## src/rtl/receiver_block_streamer.sv

```systemverilog
// receiver_block_streamer
//
// Streams the decoded blocks held in the receiver RAM out as a byte frame:
//   0xA5, N, then for each block k = 0..N-1 six bytes ({7'b0, block_wanted}, MSB first),
//   then an XOR checksum of every byte from N through the last block byte.
// A block whose fetch does not complete within TIMEOUT_CYCLES is sent as six 0xFF bytes,
// and timeout_count is bumped (saturating).
//
// Ports
//   clk_96MHz           in   1   sole clock, rising edge
//   reset               in   1   asynchronous, active-high
//   enabled             in   1   gates the start of a new frame only
//   avl_blocks_nb       in   8   number of decoded blocks available in RAM
//   block_wanted        in  41   selected block: [40:24] data, [23:0] timestamp
//   data_ready          in   1   one-cycle pulse, block_wanted valid for block_wanted_number
//   block_wanted_number out  8   RAM block index being requested
//   tx_data             out  8   outgoing byte
//   tx_valid            out  1   tx_data valid
//   tx_ready            in   1   downstream accepts
//   busy                out  1   frame in progress
//   timeout_count       out  8   saturating count of failed block fetches
module receiver_block_streamer #(
    parameter int unsigned TIMEOUT_CYCLES = 64,
    parameter logic [7:0]  MAX_BLOCKS     = 8'd255
) (
    input  logic        clk_96MHz,
    input  logic        reset,
    input  logic        enabled,
    input  logic [7:0]  avl_blocks_nb,
    input  logic [40:0] block_wanted,
    input  logic        data_ready,
    output logic [7:0]  block_wanted_number,
    output logic [7:0]  tx_data,
    output logic        tx_valid,
    input  logic        tx_ready,
    output logic        busy,
    output logic [7:0]  timeout_count
);

    localparam int unsigned TimerW = $clog2(TIMEOUT_CYCLES + 1);
    localparam logic [TimerW-1:0] TimerLast = TimerW'(TIMEOUT_CYCLES - 1);

    typedef enum logic [2:0] {
        StIdle,
        StSync,
        StCount,
        StReq,
        StWait,
        StSend,
        StChk
    } state_e;

    state_e            state_q, state_d;
    logic [7:0]        n_q, n_d;          // blocks in this frame, latched at start
    logic [7:0]        k_q, k_d;          // current block index
    logic [7:0]        chk_q, chk_d;
    logic [47:0]       shift_q, shift_d;
    logic [2:0]        byte_cnt_q, byte_cnt_d;
    logic [TimerW-1:0] timer_q, timer_d;
    logic [7:0]        bwn_q, bwn_d;
    logic [7:0]        tmo_q, tmo_d;

    always_ff @(posedge clk_96MHz or posedge reset) begin
        if (reset) begin
            state_q    <= StIdle;
            n_q        <= 8'd0;
            k_q        <= 8'd0;
            chk_q      <= 8'd0;
            shift_q    <= 48'd0;
            byte_cnt_q <= 3'd0;
            timer_q    <= '0;
            bwn_q      <= 8'd0;
            tmo_q      <= 8'd0;
        end else begin
            state_q    <= state_d;
            n_q        <= n_d;
            k_q        <= k_d;
            chk_q      <= chk_d;
            shift_q    <= shift_d;
            byte_cnt_q <= byte_cnt_d;
            timer_q    <= timer_d;
            bwn_q      <= bwn_d;
            tmo_q      <= tmo_d;
        end
    end

    // Outputs depend only on registered state, so tx_data cannot move during a stall.
    always_comb begin
        state_d    = state_q;
        n_d        = n_q;
        k_d        = k_q;
        chk_d      = chk_q;
        shift_d    = shift_q;
        byte_cnt_d = byte_cnt_q;
        timer_d    = timer_q;
        bwn_d      = bwn_q;
        tmo_d      = tmo_q;
        tx_valid   = 1'b0;
        tx_data    = 8'h00;

        case (state_q)
            StIdle: begin
                if (enabled && (avl_blocks_nb != 8'd0)) begin
                    n_d     = (avl_blocks_nb > MAX_BLOCKS) ? MAX_BLOCKS : avl_blocks_nb;
                    k_d     = 8'd0;
                    chk_d   = 8'd0;
                    state_d = StSync;
                end
            end
            StSync: begin
                tx_valid = 1'b1;
                tx_data  = 8'hA5;
                if (tx_ready) begin
                    state_d = StCount;
                end
            end
            StCount: begin
                tx_valid = 1'b1;
                tx_data  = n_q;
                if (tx_ready) begin
                    chk_d   = chk_q ^ n_q;
                    bwn_d   = k_q;
                    state_d = StReq;
                end
            end
            StReq: begin
                timer_d = '0;
                state_d = StWait;
            end
            StWait: begin
                if (data_ready) begin
                    shift_d    = {7'b0, block_wanted};
                    byte_cnt_d = 3'd0;
                    state_d    = StSend;
                end else if (timer_q == TimerLast) begin
                    shift_d    = '1;
                    byte_cnt_d = 3'd0;
                    if (tmo_q != 8'hFF) begin
                        tmo_d = tmo_q + 8'd1;
                    end
                    state_d    = StSend;
                end else begin
                    timer_d = timer_q + TimerW'(1);
                end
            end
            StSend: begin
                tx_valid = 1'b1;
                tx_data  = shift_q[47:40];
                if (tx_ready) begin
                    chk_d      = chk_q ^ shift_q[47:40];
                    shift_d    = {shift_q[39:0], 8'h00};
                    byte_cnt_d = byte_cnt_q + 3'd1;
                    if (byte_cnt_q == 3'd5) begin
                        if (k_q < (n_q - 8'd1)) begin
                            k_d     = k_q + 8'd1;
                            bwn_d   = k_q + 8'd1;
                            state_d = StReq;
                        end else begin
                            state_d = StChk;
                        end
                    end
                end
            end
            StChk: begin
                tx_valid = 1'b1;
                tx_data  = chk_q;
                if (tx_ready) begin
                    state_d = StIdle;
                end
            end
            default: begin
                state_d = StIdle;
            end
        endcase
    end

    assign block_wanted_number = bwn_q;
    assign busy                = (state_q != StIdle);
    assign timeout_count       = tmo_q;

endmodule

```

## config.mk

```make
export PLATFORM = sky130hd
export DESIGN_NAME = receiver_block_streamer
export DESIGN_NICKNAME = d
export VERILOG_FILES = /design/src/rtl/receiver_block_streamer.sv
export SDC_FILE = /design/constraint.sdc
export NUM_CORES = 1
export LEC_CHECK = 0
export ABC_AREA = 1
export CORE_UTILIZATION = 50
export DETAILED_ROUTE_END_ITERATION = 7
export PLACE_DENSITY = 0.83
export SLEW_MARGIN = 0
export SYNTH_ARGS = -nofsm -noshare
export SYNTH_HDL_FRONTEND = slang
export SYNTH_SLANG_ARGS = --single-unit
export TNS_END_PERCENT = 100
```

## constraint.sdc

```tcl
create_clock -name clk_96MHz -period 9.9 [get_ports clk_96MHz]
set_input_delay 1.98 -clock clk_96MHz [delete_from_list [all_inputs] [get_ports clk_96MHz]]
set_output_delay 1.98 -clock clk_96MHz [all_outputs]
set_load 0.005 [all_outputs]
```

==> flow_metrics.env <==
export IMPL_status="complete, no violations"
export IMPL_worstMarginPinSlew_ns=1.058
export IMPL_start_util_pct=52.32
export IMPL_dp_hpwl_um=8940
export IMPL_syn_cell_area_mm2=0.005474
export IMPL_fin_hold_ws_ns=0.4819
export IMPL_antenna_cells=0
export IMPL_yosysMostFrequentCell="nand2_1"
export IMPL_clkSinkCount=101
export IMPL_cp_start_kind="flip-flop"
export IMPL_finalCriticalPeriod_ns=5.056
export IMPL_pwr_share_seq_pct=44.1
export IMPL_postCtsHoldBufs=0
export IMPL_synthTopCellsByArea="dfrtp_1 46%, nand2_1 11%, o21ai_0 5.5%"
export IMPL_fp_dieW_um=106.6
export IMPL_worst_ep_arrival_time_ns=3.08
export IMPL_vdd_ir_drop_max_mv=0.1133
export IMPL_cts_buffers=9
export IMPL_required_ns=7.92
export IMPL_ys_warn_count=0
export IMPL_routed_via_count=4799
export IMPL_grt_usage_pct=23.38
export IMPL_p_int_uw=880.9
export IMPL_fp_coreArea_mm2=0.01046
export IMPL_vias_per_cell=5.429
export IMPL_finalSetupTns_ns=0
export IMPL_ant_nets=0
export IMPL_wl_per_cell_um=14.07
export IMPL_power_density_mw_per_mm2=226.0
export IMPL_io_pins=80
export IMPL_drt_initial_drc_count=312
export IMPL_yosysSeqAreaShare_pct=46.17
export IMPL_place_congestion=0.8600
export IMPL_fmax_ghz=0.1978
export IMPL_die_area_mm2=0.01137
export IMPL_p_clk_share_pct=17.2
export IMPL_clockBufferDepth=2
export IMPL_synth_seq_cells=101
export IMPL_synth_flop_cell="dfrtp_1"
export IMPL_clkLatencyLatePin_ns=0.38
export IMPL_ys_top_cells_by_count="164 x nand2_1, 101 x dfrtp_1, 71 x nor2_1"
export IMPL_synth_edff_count=0
export IMPL_grt_overflow=0
export IMPL_finalWirelength_um=12440
export IMPL_power_frac_comb_pct=38.7
export IMPL_drc_errors=0
export IMPL_maxSlewViolCount=0
export IMPL_numPortBuffers=79
export IMPL_cts_resized=0
export IMPL_cts_setup_buffers=0
export IMPL_finalNetCount=811
export IMPL_cp_end_kind="primary output"
export IMPL_grt_pass1_wl_um=21240
export IMPL_finalCritPeriodShare_pct=51.07
export IMPL_die_h_um=106.6
export IMPL_antenna_found_initial=0
export IMPL_grt_max_degree=86
export IMPL_fin_skew_ns=0.01678
export IMPL_rsz0062_at_grt="no"
export IMPL_p_leak_uw=0.002941
export IMPL_syn_instance_count=679
export IMPL_drive_gt1_share_pct=4.813
export IMPL_syn_to_final_growth_pct=18.49
export IMPL_cts_tree="done"
export IMPL_synth_top_area_share_pct=46.17
export IMPL_p_sw_share_pct=39.92
export IMPL_clockRootBuffer="clkbuf_8"
export IMPL_p_sw_uw=585.2
export IMPL_cts_reportedPaths_clkPinSlew_ns=0.10
export IMPL_slew_headroom_pct=29.41
export IMPL_cts_htree_levels=3
export IMPL_syn_num_nets=747
export IMPL_firstDrtPassIters=5
export IMPL_synth_async_reset_ratio_pct=100.0
export IMPL_hp_class="reg2reg"
export IMPL_avgSynthCellArea_um2=8.062
export IMPL_final_hold_viol_count=0
export IMPL_cp_max_fo=46
export IMPL_rows=37
export IMPL_synth_top_cell_by_area="dfrtp_1"
export IMPL_ys_types=39
export IMPL_max_cap_viol_count=0
export IMPL_fin_total_pwr_uw=1466
export IMPL_setup_viol=0
export IMPL_grt_pass1_vias=4622
export IMPL_path_class="reg2out"
[state kept, by name (all words and copies together) (netlist names)]
signal and count:
shift_q 48, block_wanted_number 8, chk_q 8, k_q 8
n_q 8, timeout_count 8, timer_q 7, byte_cnt_q 3
state_q 3
[final cells by class]
type / instances / area [µm²]
Fill cell: 913 / 3976
Clock buffer: 10 / 127.6
Clock inverter: 6 / 57.56
Timing Repair Buffer: 82 / 813.3
Multi-Input combinational cell: 477 / 2514
Inverter: 72 / 276.5
Sequential cell: 101 / 2527
Tap cell: 136 / 170.2
[placed cells by master (no fill, tap or decap), types with 2 or more instances in the layout]
cell,netlist,routed
nand2_1,164,164
dfrtp_1,101,101
clkdlybuf4s50_1,0,79
nor2_1,71,71
inv_1,70,69
o21ai_0,60,60
a31oi_1,31,31
nand3_1,25,25
xor2_1,23,23
a21oi_1,18,18
ha_1,14,14
o22ai_1,12,12
o211ai_1,11,11
clkbuf_8,0,9
nor3_1,7,7
nand3b_1,7,7
nand2_2,4,4
nand4_1,4,4
o221ai_1,4,4
xnor2_1,3,3
o31ai_1,3,3
inv_6,0,3
buf_4,5,3
inv_4,1,2
nor2_2,2,2
inv_8,0,2
[kinds of logic (layout without fill, tap and decap cells)]
kind of cell | after synthesis | count (layout) | synth area share [%]
and+or+nand+nor | 292 | 292 | 22.86
AOI/OAI and AO/OA | 144 | 144 | 15.38
DFF | 101 | 101 | 46.17
buffers and inverters | 101 | 170 | 8.046
xor gates and xnor gates | 26 | 26 | 4.160
adders and majority gates | 14 | 14 | 3.200
muxes | 1 | 1 | 0.1829
[path summary, 6_finish.rpt]
path	slack, ns	end	startpoint	cells past startpoint
max	4.84	tx_data[0]	state_q[1]	6
max in group asynchronous	6.79	k_q[5]	reset	3
min in group asynchronous	2.04	shift_q[21]	reset	2
min	0.48	block_wanted_number[3]	block_wanted_number[3]	2
max reg2reg	7.08	k_q[5]	n_q[2]	12
min reg2reg	0.48	block_wanted_number[3]	block_wanted_number[3]	2
[through the flow]
stage               setup slack, ns  util [%]  area, µm²  cells
finish                        4.844     61.99       6486    884
global route                  4.626     61.99       6486    884
CTS                           4.895     61.99       6486    884
detailed placement            5.301     60.22       6301    868
global placement              5.448     60.22       6301    868
floorplan                     5.273         -       5474    679
[worst max-delay path: stages (launching register included)]
cell	delay, ns
dfrtp_1	0.49
inv_4	0.12
nand3_4	0.38
inv_1	0.78
nand2_1	0.21
o211ai_1	0.18
clkdlybuf4s50_1	0.54
[routing by layer]
metal | track usage [%] | share of wire (%)
met5 | 0 | 0
met4 | 10.08 | 2.9
met2 | 38.99 | 49
met1 | 30.18 | 42
met3 | 3.708 | 5.5
[power by group through the flow]
stage               sequential [µW]  combinational [µW]  clock [µW]
finish                          646                 567         253
floorplan                       612                 423           0
CTS                             643                 566         257
global route                    661                 640         275
global placement                645                 539           0
detailed placement              651                 562           0
No activity file was read; power rests on OpenSTA's default activity.
==> RTL edit (config.mk and constraints unchanged) <==
Set the parameter `TIMEOUT_CYCLES` to 32 (it was 64).
--- a/src/rtl/receiver_block_streamer.sv
+++ b/src/rtl/receiver_block_streamer.sv
@@ -20,7 +20,7 @@
 //   busy                out  1   frame in progress
 //   timeout_count       out  8   saturating count of failed block fetches
 module receiver_block_streamer #(
-    parameter int unsigned TIMEOUT_CYCLES = 64,
+    parameter int unsigned TIMEOUT_CYCLES = 32,
     parameter logic [7:0]  MAX_BLOCKS     = 8'd255
 ) (
     input  logic        clk_96MHz,
Behaviour: no difference found for any inputs over 10 cycles, from zero or initial values and one cycle with reset high; that may be too few to reach the edited logic, so the function may still have changed.
==> RTL edit against the unedited design <==
- cell count decreased by 0.90%
- worst setup slack improved by 0.21 ns
- routed wire length is 0.49% lower
- via count decreased by 0.15%
- hold slack better by 0.0028 ns
- area after synthesis fell by 0.96%
- sequential cell count is 1 lower
- design area is 1.2% lower
- critical endpoint is now tx_data[6]
- total power down 0.71%
- clock skew fell by 0.0050 ns
- sequential share of layout area increased by 0.066 points
==> RTL edit: results (changes against the unedited design) <==
[metrics] portion of the post-synthesis area used by sequential elements: 46.2% (about the same)
[metrics] number of global-route vias before repair: 4497 (was 4622)
[metrics] Register-to-Register Setup Slack: 7.00 ns (was 7.08 ns)
[metrics] cell area after placement: 6230 um^2 (was 6300 um^2)
[metrics] aggregate global-route resource usage: 22.8% (was 23.4%)
[metrics] Setup Slack @ Placement: 5.31 ns (was 5.30 ns)
[metrics] share of cell area taken by flip-flops and latches: 39.0% (about the same)
[metrics] capturing instance or port of the critical path: tx_data[6] (was tx_data[0])
[metrics] largest driver fanout on the critical path: 38 (was 46)
[metrics] fill cell count: 865 (was 913)
[metrics] GR Util met3: 2.88% (was 3.71%)
[metrics] number of cells traversed by the worst register-to-register path: 11 (was 12)
[metrics] total length of routed met2 wires: 6270 um (was 6150 um)
[metrics] final standard cell utilization of the core: 61.5% (was 62.0%)
[metrics] fin worst setup slack: 5.06 ns (was 4.84 ns)
[metrics] share of layout cells above drive strength 1: 5.68% (was 4.81%)
[metrics] static leakage: 2.92 nW (was 2.94 nW)
[metrics] source of the worst register-to-register timing path: state_q[1]$_DFFE_PP0P_ (was n_q[2]$_DFFE_PP0P_)
[metrics] count of unique library cells instantiated by Yosys: 36 (was 39)
[metrics] Net count, final: 803 (was 811)
[metrics] number of sequential cells in the layout: 100 (was 101)
[metrics] clock skew after layout: 0.0118 ns (was 0.0168 ns)
[metrics] run status: completed (unchanged)
[metrics] detail-routed via count per cell: 5.47 (was 5.43)
[metrics] global placement routability congestion: 0.868 (was 0.860)
[metrics] multi-input gate share of the layout cell area: 38.7% (was 38.8%)
[metrics] final-layout clock-cell area share: 2.77% (was 2.85%)
[metrics] layout overhead on the synthesized area: 18.3% (was 18.5%)
[metrics] largest vdd supply drop: 0.000109 V (was 0.000113 V)
[metrics] filler-free cell count of the finished design: 876 (was 884)
[metrics] invs w/o clock: 69 (was 72)
[metrics] leading cell types by total area after synthesis: dfrtp_1 (46%), nand2_1 (11%), o21ai_0 (5.3%) (was dfrtp_1 (46%), nand2_1 (11%), o21ai_0 (5.5%))
[metrics] portion of the layout cell area used by non-clock buffers: 12.7% (was 12.5%)
[metrics] post-synthesis average cell area: 8.06 um^2 (about the same)
[metrics] startpoint of the most critical hold path: block_wanted_number[0]$_DFFE_PP0P_ (was block_wanted_number[3]$_DFFE_PP0P_)
## RTL edit: changes by cell type in the layout (fill, tap and decap cells not counted), sizes merged, moves of 2 or more
cell / before / now
nand3: 27 / 45
nand3b: 8 / 0
xnor2: 3 / 11
xor2: 23 / 15
a21oi: 20 / 14
inv: 76 / 70
o2111ai: 0 / 4
o221ai: 4 / 0
o22ai: 12 / 9
clkinvlp: 0 / 2
nor2: 75 / 73
nor3: 8 / 6
## RTL edit: how the worst min path moves through the flow
| stage | end | slack, ns | cells past startpoint |
|---|---|---|---|
| detailed placement | block_wanted_number[0]$_DFFE_PP0P_ | 0.46 | 2 |
| finish | block_wanted_number[0]$_DFFE_PP0P_ | 0.48 | 2 |
| CTS | block_wanted_number[0]$_DFFE_PP0P_ | 0.48 | 2 |
| floorplan | block_wanted_number[0]$_DFFE_PP0P_ | 0.47 | 2 |
| global placement | block_wanted_number[1]$_DFFE_PP0P_ | 0.46 | 2 |
| global route | block_wanted_number[0]$_DFFE_PP0P_ | 0.49 | 2 |
## RTL edit: power by group through the flow
stage	clock network, W	logic [W]	registers [W]
global placement	0	0.000544	0.000635
detailed placement	0	0.000571	0.000643
floorplan	0	0.000430	0.000608
global route	0.000263	0.000642	0.000653
finish	0.000244	0.000574	0.000638
CTS	0.000247	0.000574	0.000636
## RTL edit: cells by family (layout without fill, tap and decap cells)
| group | after synthesis | in the layout | synth area share [%] |
|---|---|---|---|
| AOI/OAI and AO/OA | 135 | 135 | 14.7 |
| xor gates and xnor gates | 26 | 26 | 4.20 |
| adders and majority gates | 14 | 14 | 3.23 |
| buffers and inverters | 100 | 167 | 8.17 |
| DFF | 100 | 100 | 46.2 |
| muxes | 1 | 1 | 0.185 |
| and+or+nand+nor | 297 | 297 | 23.4 |
